## src/rtl/spawn_scheduler.sv

```systemverilog
// spawn_scheduler: decides when a new fruit/bomb object is launched, which
// idle slot receives it (round-robin), its kind and start column, and merges
// the per-slot hit/bomb pulses into the saturating game score.
module spawn_scheduler #(
  parameter int NSLOT      = 4,
  parameter int MIN_GAP    = 30,
  parameter int MAX_ACTIVE = 3,
  parameter int SCORE_MAX  = 9999,
  parameter int BOMB_KIND  = 2
) (
  input  logic             clk,
  input  logic             rst,
  input  logic             run,
  input  logic             tick,
  input  logic [31:0]      rand_word,
  input  logic [NSLOT-1:0] slot_idle,
  input  logic [NSLOT-1:0] hit,
  input  logic [NSLOT-1:0] bomb,
  output logic [NSLOT-1:0] launch,
  output logic [2:0]       launch_kind,
  output logic [9:0]       launch_x,
  output logic [3:0]       active_cnt,
  output logic [15:0]      score,
  output logic [7:0]       miss_cnt
);

  localparam int SW = (NSLOT > 1) ? $clog2(NSLOT) : 1;
  localparam int GW = $clog2(MIN_GAP + 64) + 1;

  localparam logic [2:0] S_IDLE     = 3'd0;
  localparam logic [2:0] S_WAIT_GAP = 3'd1;
  localparam logic [2:0] S_PICK     = 3'd2;
  localparam logic [2:0] S_ISSUE    = 3'd3;
  localparam logic [2:0] S_ACK      = 3'd4;

  localparam logic [GW-1:0]    GAP_MIN      = GW'(MIN_GAP);
  localparam logic [3:0]       ACTIVE_LIMIT = 4'(MAX_ACTIVE);
  localparam logic [16:0]      SCORE_CEIL   = 17'(SCORE_MAX);
  localparam logic [SW-1:0]    LAST_SLOT    = SW'(NSLOT - 1);
  localparam logic [NSLOT-1:0] ONE_HOT0     = NSLOT'(1);

  logic [2:0]       state_reg;
  logic [GW-1:0]    gap_reg;
  logic [SW-1:0]    sel_reg;
  logic [SW-1:0]    rr_ptr_reg;
  logic [1:0]       ack_cnt_reg;
  logic [NSLOT-1:0] launch_reg;
  logic [2:0]       kind_reg;
  logic [9:0]       x_reg;
  logic [15:0]      score_reg;
  logic [7:0]       miss_reg;
  logic [3:0]       active_reg;

  logic             pick_found;
  logic [SW-1:0]    pick_sel;
  logic             eligible;
  logic [9:0]       x_fold;
  logic [GW-1:0]    gap_reload;
  logic [NSLOT-1:0] eff_hit;
  logic [3:0]       n_hit;
  logic [3:0]       n_bomb;
  logic [3:0]       n_busy;
  logic [16:0]      score_sum;
  logic [16:0]      score_capped;
  logic [16:0]      bomb_penalty;
  logic [16:0]      score_next;

  // The kind code for bombs is interpreted by the motion slots, and rand bits
  // above the gap field are not needed here.
  logic unused_bits;
  assign unused_bits = ^{rand_word[31:16], (BOMB_KIND < 0)};

  // A bomb on a slot cancels a simultaneous hit on the same slot.
  genvar gi;
  generate
    for (gi = 0; gi < NSLOT; gi++) begin : g_eff_hit
      assign eff_hit[gi] = hit[gi] & ~bomb[gi];
    end
  endgenerate

  // Popcounts of effective hits, bombs and busy slots.
  always_comb begin
    n_hit  = '0;
    n_bomb = '0;
    n_busy = '0;
    for (int i = 0; i < NSLOT; i++) begin
      n_hit  = n_hit  + {3'b000, eff_hit[i]};
      n_bomb = n_bomb + {3'b000, bomb[i]};
      n_busy = n_busy + {3'b000, ~slot_idle[i]};
    end
  end

  // Score update: add hits with saturation, then subtract 10 per bomb down to 0.
  always_comb begin
    score_sum    = {1'b0, score_reg} + {13'b0, n_hit};
    score_capped = (score_sum > SCORE_CEIL) ? SCORE_CEIL : score_sum;
    bomb_penalty = {13'b0, n_bomb} * 17'd10;
    score_next   = (score_capped >= bomb_penalty) ? (score_capped - bomb_penalty) : 17'd0;
  end

  // Round-robin search: first idle slot after rr_ptr, wrapping at NSLOT-1.
  // Scanning from the farthest offset down lets the nearest match win.
  always_comb begin
    int idx;
    idx        = 0;
    pick_found = 1'b0;
    pick_sel   = '0;
    for (int k = NSLOT; k >= 1; k--) begin
      idx = int'(rr_ptr_reg) + k;
      if (idx >= NSLOT) idx = idx - NSLOT;
      if (slot_idle[SW'(idx)]) begin
        pick_found = 1'b1;
        pick_sel   = SW'(idx);
      end
    end
  end

  assign eligible   = pick_found && (active_reg < ACTIVE_LIMIT);
  assign x_fold     = (rand_word[9:0] >= 10'd540) ? (rand_word[9:0] - 10'd540) : rand_word[9:0];
  assign gap_reload = GAP_MIN + GW'(rand_word[15:10]);

  // Launch sequencer: gap countdown, slot pick, one-cycle strobe, ack window.
  always_ff @(posedge clk) begin
    if (rst) begin
      state_reg   <= S_IDLE;
      gap_reg     <= '0;
      sel_reg     <= '0;
      rr_ptr_reg  <= LAST_SLOT;
      ack_cnt_reg <= '0;
      launch_reg  <= '0;
      kind_reg    <= '0;
      x_reg       <= '0;
      miss_reg    <= '0;
    end else begin
      launch_reg <= '0;
      case (state_reg)
        S_IDLE: begin
          if (run) begin
            gap_reg   <= GAP_MIN;
            state_reg <= S_WAIT_GAP;
          end
        end
        S_WAIT_GAP: begin
          if (!run) begin
            state_reg <= S_IDLE;
          end else if ((gap_reg == '0) || (tick && (gap_reg == GW'(1)))) begin
            gap_reg   <= '0;
            state_reg <= S_PICK;
          end else if (tick) begin
            gap_reg <= gap_reg - GW'(1);
          end
        end
        S_PICK: begin
          if (!run) begin
            state_reg <= S_IDLE;
          end else if (eligible) begin
            sel_reg    <= pick_sel;
            kind_reg   <= rand_word[2:0];
            x_reg      <= x_fold;
            launch_reg <= ONE_HOT0 << pick_sel;
            state_reg  <= S_ISSUE;
          end
        end
        S_ISSUE: begin
          rr_ptr_reg  <= sel_reg;
          ack_cnt_reg <= '0;
          state_reg   <= S_ACK;
        end
        S_ACK: begin
          if (!slot_idle[sel_reg] || (ack_cnt_reg == 2'd3)) begin
            if (slot_idle[sel_reg] && (miss_reg != 8'hFF)) begin
              miss_reg <= miss_reg + 8'd1;
            end
            gap_reg   <= gap_reload;
            state_reg <= S_WAIT_GAP;
          end else begin
            ack_cnt_reg <= ack_cnt_reg + 2'd1;
          end
        end
        default: state_reg <= S_IDLE;
      endcase
    end
  end

  // Score and busy-slot count run every cycle regardless of sequencer state.
  always_ff @(posedge clk) begin
    if (rst) begin
      score_reg  <= '0;
      active_reg <= '0;
    end else begin
      score_reg  <= score_next[15:0];
      active_reg <= n_busy;
    end
  end

  assign launch      = launch_reg;
  assign launch_kind = kind_reg;
  assign launch_x    = x_reg;
  assign active_cnt  = active_reg;
  assign score       = score_reg;
  assign miss_cnt    = miss_reg;

endmodule

```

## config.mk

```make
export PLATFORM = sky130hd
export DESIGN_NAME = spawn_scheduler
export DESIGN_NICKNAME = d
export VERILOG_FILES = /design/src/rtl/spawn_scheduler.sv
export SDC_FILE = /design/constraint.sdc
export NUM_CORES = 1
export LEC_CHECK = 0
export CAP_MARGIN = 20
export CELL_PAD_IN_SITES_DETAIL_PLACEMENT = 0
export CELL_PAD_IN_SITES_GLOBAL_PLACEMENT = 1
export CORE_AREA = 5 5 105 107
export CTS_CLUSTER_SIZE = 14
export DETAILED_ROUTE_END_ITERATION = 10
export DIE_AREA = 0 0 110 112
export GPL_ROUTABILITY_DRIVEN = 0
export PLACE_DENSITY_LB_ADDON = 0.1
export REMOVE_ABC_BUFFERS = 1
export SYNTH_ARGS = -nofsm -noshare
export SYNTH_HDL_FRONTEND = slang
export SYNTH_SLANG_ARGS = --single-unit
```

## constraint.sdc

```tcl
create_clock -name clk -period 17.3 [get_ports clk]
set_clock_uncertainty 0.1 [all_clocks]
set_input_delay 4.325 -clock clk [delete_from_list [all_inputs] [get_ports clk]]
set_output_delay 4.325 -clock clk [all_outputs]
set_load 0.02 [all_outputs]
```

==> results.md <==
* Average size of a mapped cell at approximately 8.4 um2
* Final Setup Violations at 0
* Largest net degree at the start of global routing at 44
* Hold Path End: launch_kind[2]$_SDFFE_PP0P_
* Reg clk slew, reported paths at 0.07 ns
* GRT Total Usage at about 16%
* Hpwl dp at 7189 um
* Critical path required time at 17.39 ns
* Die X at between 100 and 150 um
* Worst reg2reg path depth at 17
* Post-CTS Resized at 0
* FF+latch area at between 0.001 and 0.0015 mm2
* Sink Count at 59
* Ranking of synthesized cells by area: dfxtp_1, ha_1, nor2_1
* N_diodes at 0
* Final ANT Viol Nets at 0
* Synth cell types at 73
* Port Buf Inserts at 75
* Total number of vias at roughly 3.6k
* Max_cap viols at 0
* CTS root buf: clkbuf_8
* Final Max Tran Viols at 0
* Max FFs per register at 16
* Crit path max-delay family: compound AO/OA/AOI/OAI gates
* Synth Flop Type: dfxtp_1
* FF-to-FF End: score[10]$_SDFF_PP0_
* RSZ-0062 raised after global routing: false
* Hold Crit Depth at 2
* Clk buf depth at 2
* Commonest non-fill, non-tap cell in the layout: clkdlybuf4s50_1
* WP buf/inv at 2
* Number of enable flip-flop cells after synthesis at 0
* Hold-fix buffers, CTS at 0
* 1st-pass router iterations at 6
* CTS tree: built
* Core area at between 0.01 and 0.015 mm2
* Seq cells post-synth at 59
* Pre-CTS WS at ~6.5 ns
* Register area share after synthesis at between 30% and 40%
* Clk_lat worst skew at ~0.34 ns
* Drt wl/cell at 14.02 um
* CP Max Fanout at 16
* Crit-path slowest cell: a211oi_1
* First-pass GRT wire length at roughly 16000 um
* Crit end category: flop
* Post-synth top area share at between 30% and 40%
* Initial antenna violation count at 0
* Nets at approximately 610
* Routed wire length at 9461 um
* Area grow syn2layout at 26.67%
* Initial DRC count at between 150 and 200
* Synth area leader: dfxtp_1
* Rows at 37
* Worst Hold Launch: launch_kind[2]$_SDFFE_PP0P_
* Fill count at around 1.0k
* Maximum VDD drop at approximately 50 uV
* Die Footprint at approximately 0.012 mm2
* Drc violations at 0
* Cells along the critical path: clkdlybuf4s50_1 -> nand2b_1 -> fa_1 -> fa_1 -> inv_1 -> fa_1 -> nand3_1 -> or2_2 -> o31a_4 -> o31ai_4 -> o21ai_0 -> ha_1 -> nor2b_1 -> o21ai_0 -> nand2b_1 -> a211oi_1 -> a41o_2 -> a21oi_1
* Ports at 93
* Critical Path Source Type: input pin
* Final setup TNS at 0 ns
* Syn Std Cell Area at 0.003918 mm2
* Post CTS Setup Buffer Count at 0
* Lkg Pwr at approximately 0.0018 uW
* H-tree levels at 3
* Multi-input gate area at around 0.0026 mm2
* Setup ws final at roughly 6.8 ns
* Final hold vios at 0
* Share of post-route cells with drive strength above 1 at 8.163%
* Cell mode on critical path: fa_1
* Crit path kind: input pin to flop
* Yosys Warn Count at 0
* Num CTS Buffers at 9
* FFs w/ async S/R, synth at 0%
* Worst hold-check path type: flop to flop
* Max-slew headroom at between 40% and 50%
* Starting density of the core at between 30% and 40%
* Cells after Synth at between 400 and 500
* Design Power at approximately 630 uW
* Most frequent cells in the layout: clkdlybuf4s50_1, dfxtp_1, nor2_1, nand2_1, a21oi_1
* Global route total overflow at 0
* Final worst-path cycle share at around 61%
* Die H at ~110 um
* Number of global-route vias before repair at around 3.5k
* Vias/cell at 5.286
* Final min period at 10.49 ns
* Arrival time worst endpoint at around 11 ns
* RR Startpoint: score[0]$_SDFF_PP0_
* Critical path's largest stage delay at approximately 0.72 ns
* Status: complete, no violations
* Critical path depth at 18
* R2R setup slack at roughly 11 ns
* Power per cell area at between 100 and 150 mW/mm2
* Fmax at around 95 MHz
* Worst slew pin tran at between 0.7 and 0.8 ns
## worst register-to-register path: cells and delay by family, from the launching register on
| family | cells | cell delay (ns) |
|---|---|---|
| compound gates | 7 | 2.83 |
| fa+ha+maj | 4 | 1.61 |
| buf+inv | 2 | 0.13 |
| simple gates | 4 | 1.14 |
| flops | 1 | 0.32 |
## layer usage
metal / wire (um) / vias to the layer above / track usage [%] / share of wire (%)
met5: 0 / - / 0 / 0
met4: 142 / 0 / 5.653 / 1.5
met3: 379 / 14 / 3.130 / 4.0
met2: 4658 / 75 / 26.74 / 49
met1: 4280 / 1675 / 20.72 / 45
li1: - / 1804 / - / -
## cell usage after synthesis, types with 2 or more instances
cell type  instances
mux2i_1            6
a22oi_1            3
a32oi_1            2
a21oi_2            3
or2_2              3
clkbuf_1          13
o211ai_1           2
dfxtp_1           59
o2111ai_1          2
o221ai_1           2
nand3_1            7
nand3_4            2
buf_6              2
nand2_1           42
or3_1              7
a31oi_1            5
nor3_1            16
a211oi_1          12
nand3b_1           3
ha_1              19
buf_2              2
o21ai_0           20
a311oi_2           2
o41ai_1            2
or4_1              2
nand4_1            8
buf_4              4
nor2b_1            9
xnor2_1           21
nor2_1            57
o31ai_1            2
xor2_1            10
and2_1             5
inv_1             21
fa_1               6
a21oi_1           25
nor3b_2            2
nand2b_1          15
nor4_1             6
a21o_1             6
## kinds of logic after synthesis
kind of cell	Yosys count	synth area share, %
buffers and inverters	42	4.855
multiplexers	7	2.108
XOR/XNOR	32	7.346
adder cells (fa/ha/maj)	25	9.135
AO/OA/AOI/OAI	108	20.44
AND/OR/NAND/NOR	194	25.87
other	1	0.09572
flip-flops	59	30.15
## final cells by class
cell class	count	area share, %
Multi-Input combinational cell	367	51.41
Sequential cell	59	23.80
Timing Repair Buffer	77	15.43
Tap cell	136	3.429
Clock buffer	10	2.774
Inverter	21	1.589
Clock inverter	5	1.563
## through the flow
stage | util (%) | instances | hold slack (ns) | cell area, um2
3_3_place_gp | 47.25 | 660 | 0.3438 | 4747
4_1_cts | 49.40 | 675 | 0.3617 | 4962
3_5_place_dp | 47.25 | 660 | 0.3488 | 4747
2_1_floorplan | - | 447 | 0.3547 | 3806
5_1_grt | 49.40 | 675 | 0.3830 | 4962
6_report | 49.40 | 675 | 0.3588 | 4962
## where the power goes
| part | leakage, uW | switching, uW | internal [uW] |
|---|---|---|---|
| Clock | 0.000108 | 55.7 | 83.7 |
| Combinational | 0.00121 | 171 | 137 |
| Sequential | 0.000481 | 27.9 | 154 |
| Total | 0.00180 | 255 | 375 |
## worst max-delay path by stage
stage	slack (ns)	endpoint	start
finish	6.81	score[10]$_SDFF_PP0_	bomb[0]
global route	6.42	score[10]$_SDFF_PP0_	bomb[0]
CTS	6.81	score[3]$_SDFF_PP0_	bomb[0]
global placement	6.44	score[3]$_SDFF_PP0_	bomb[0]
floorplan	7.98	score[9]$_SDFF_PP0_	bomb[0]
detailed placement	6.49	score[3]$_SDFF_PP0_	bomb[0]
No activity file was read; power rests on OpenSTA's default activity.
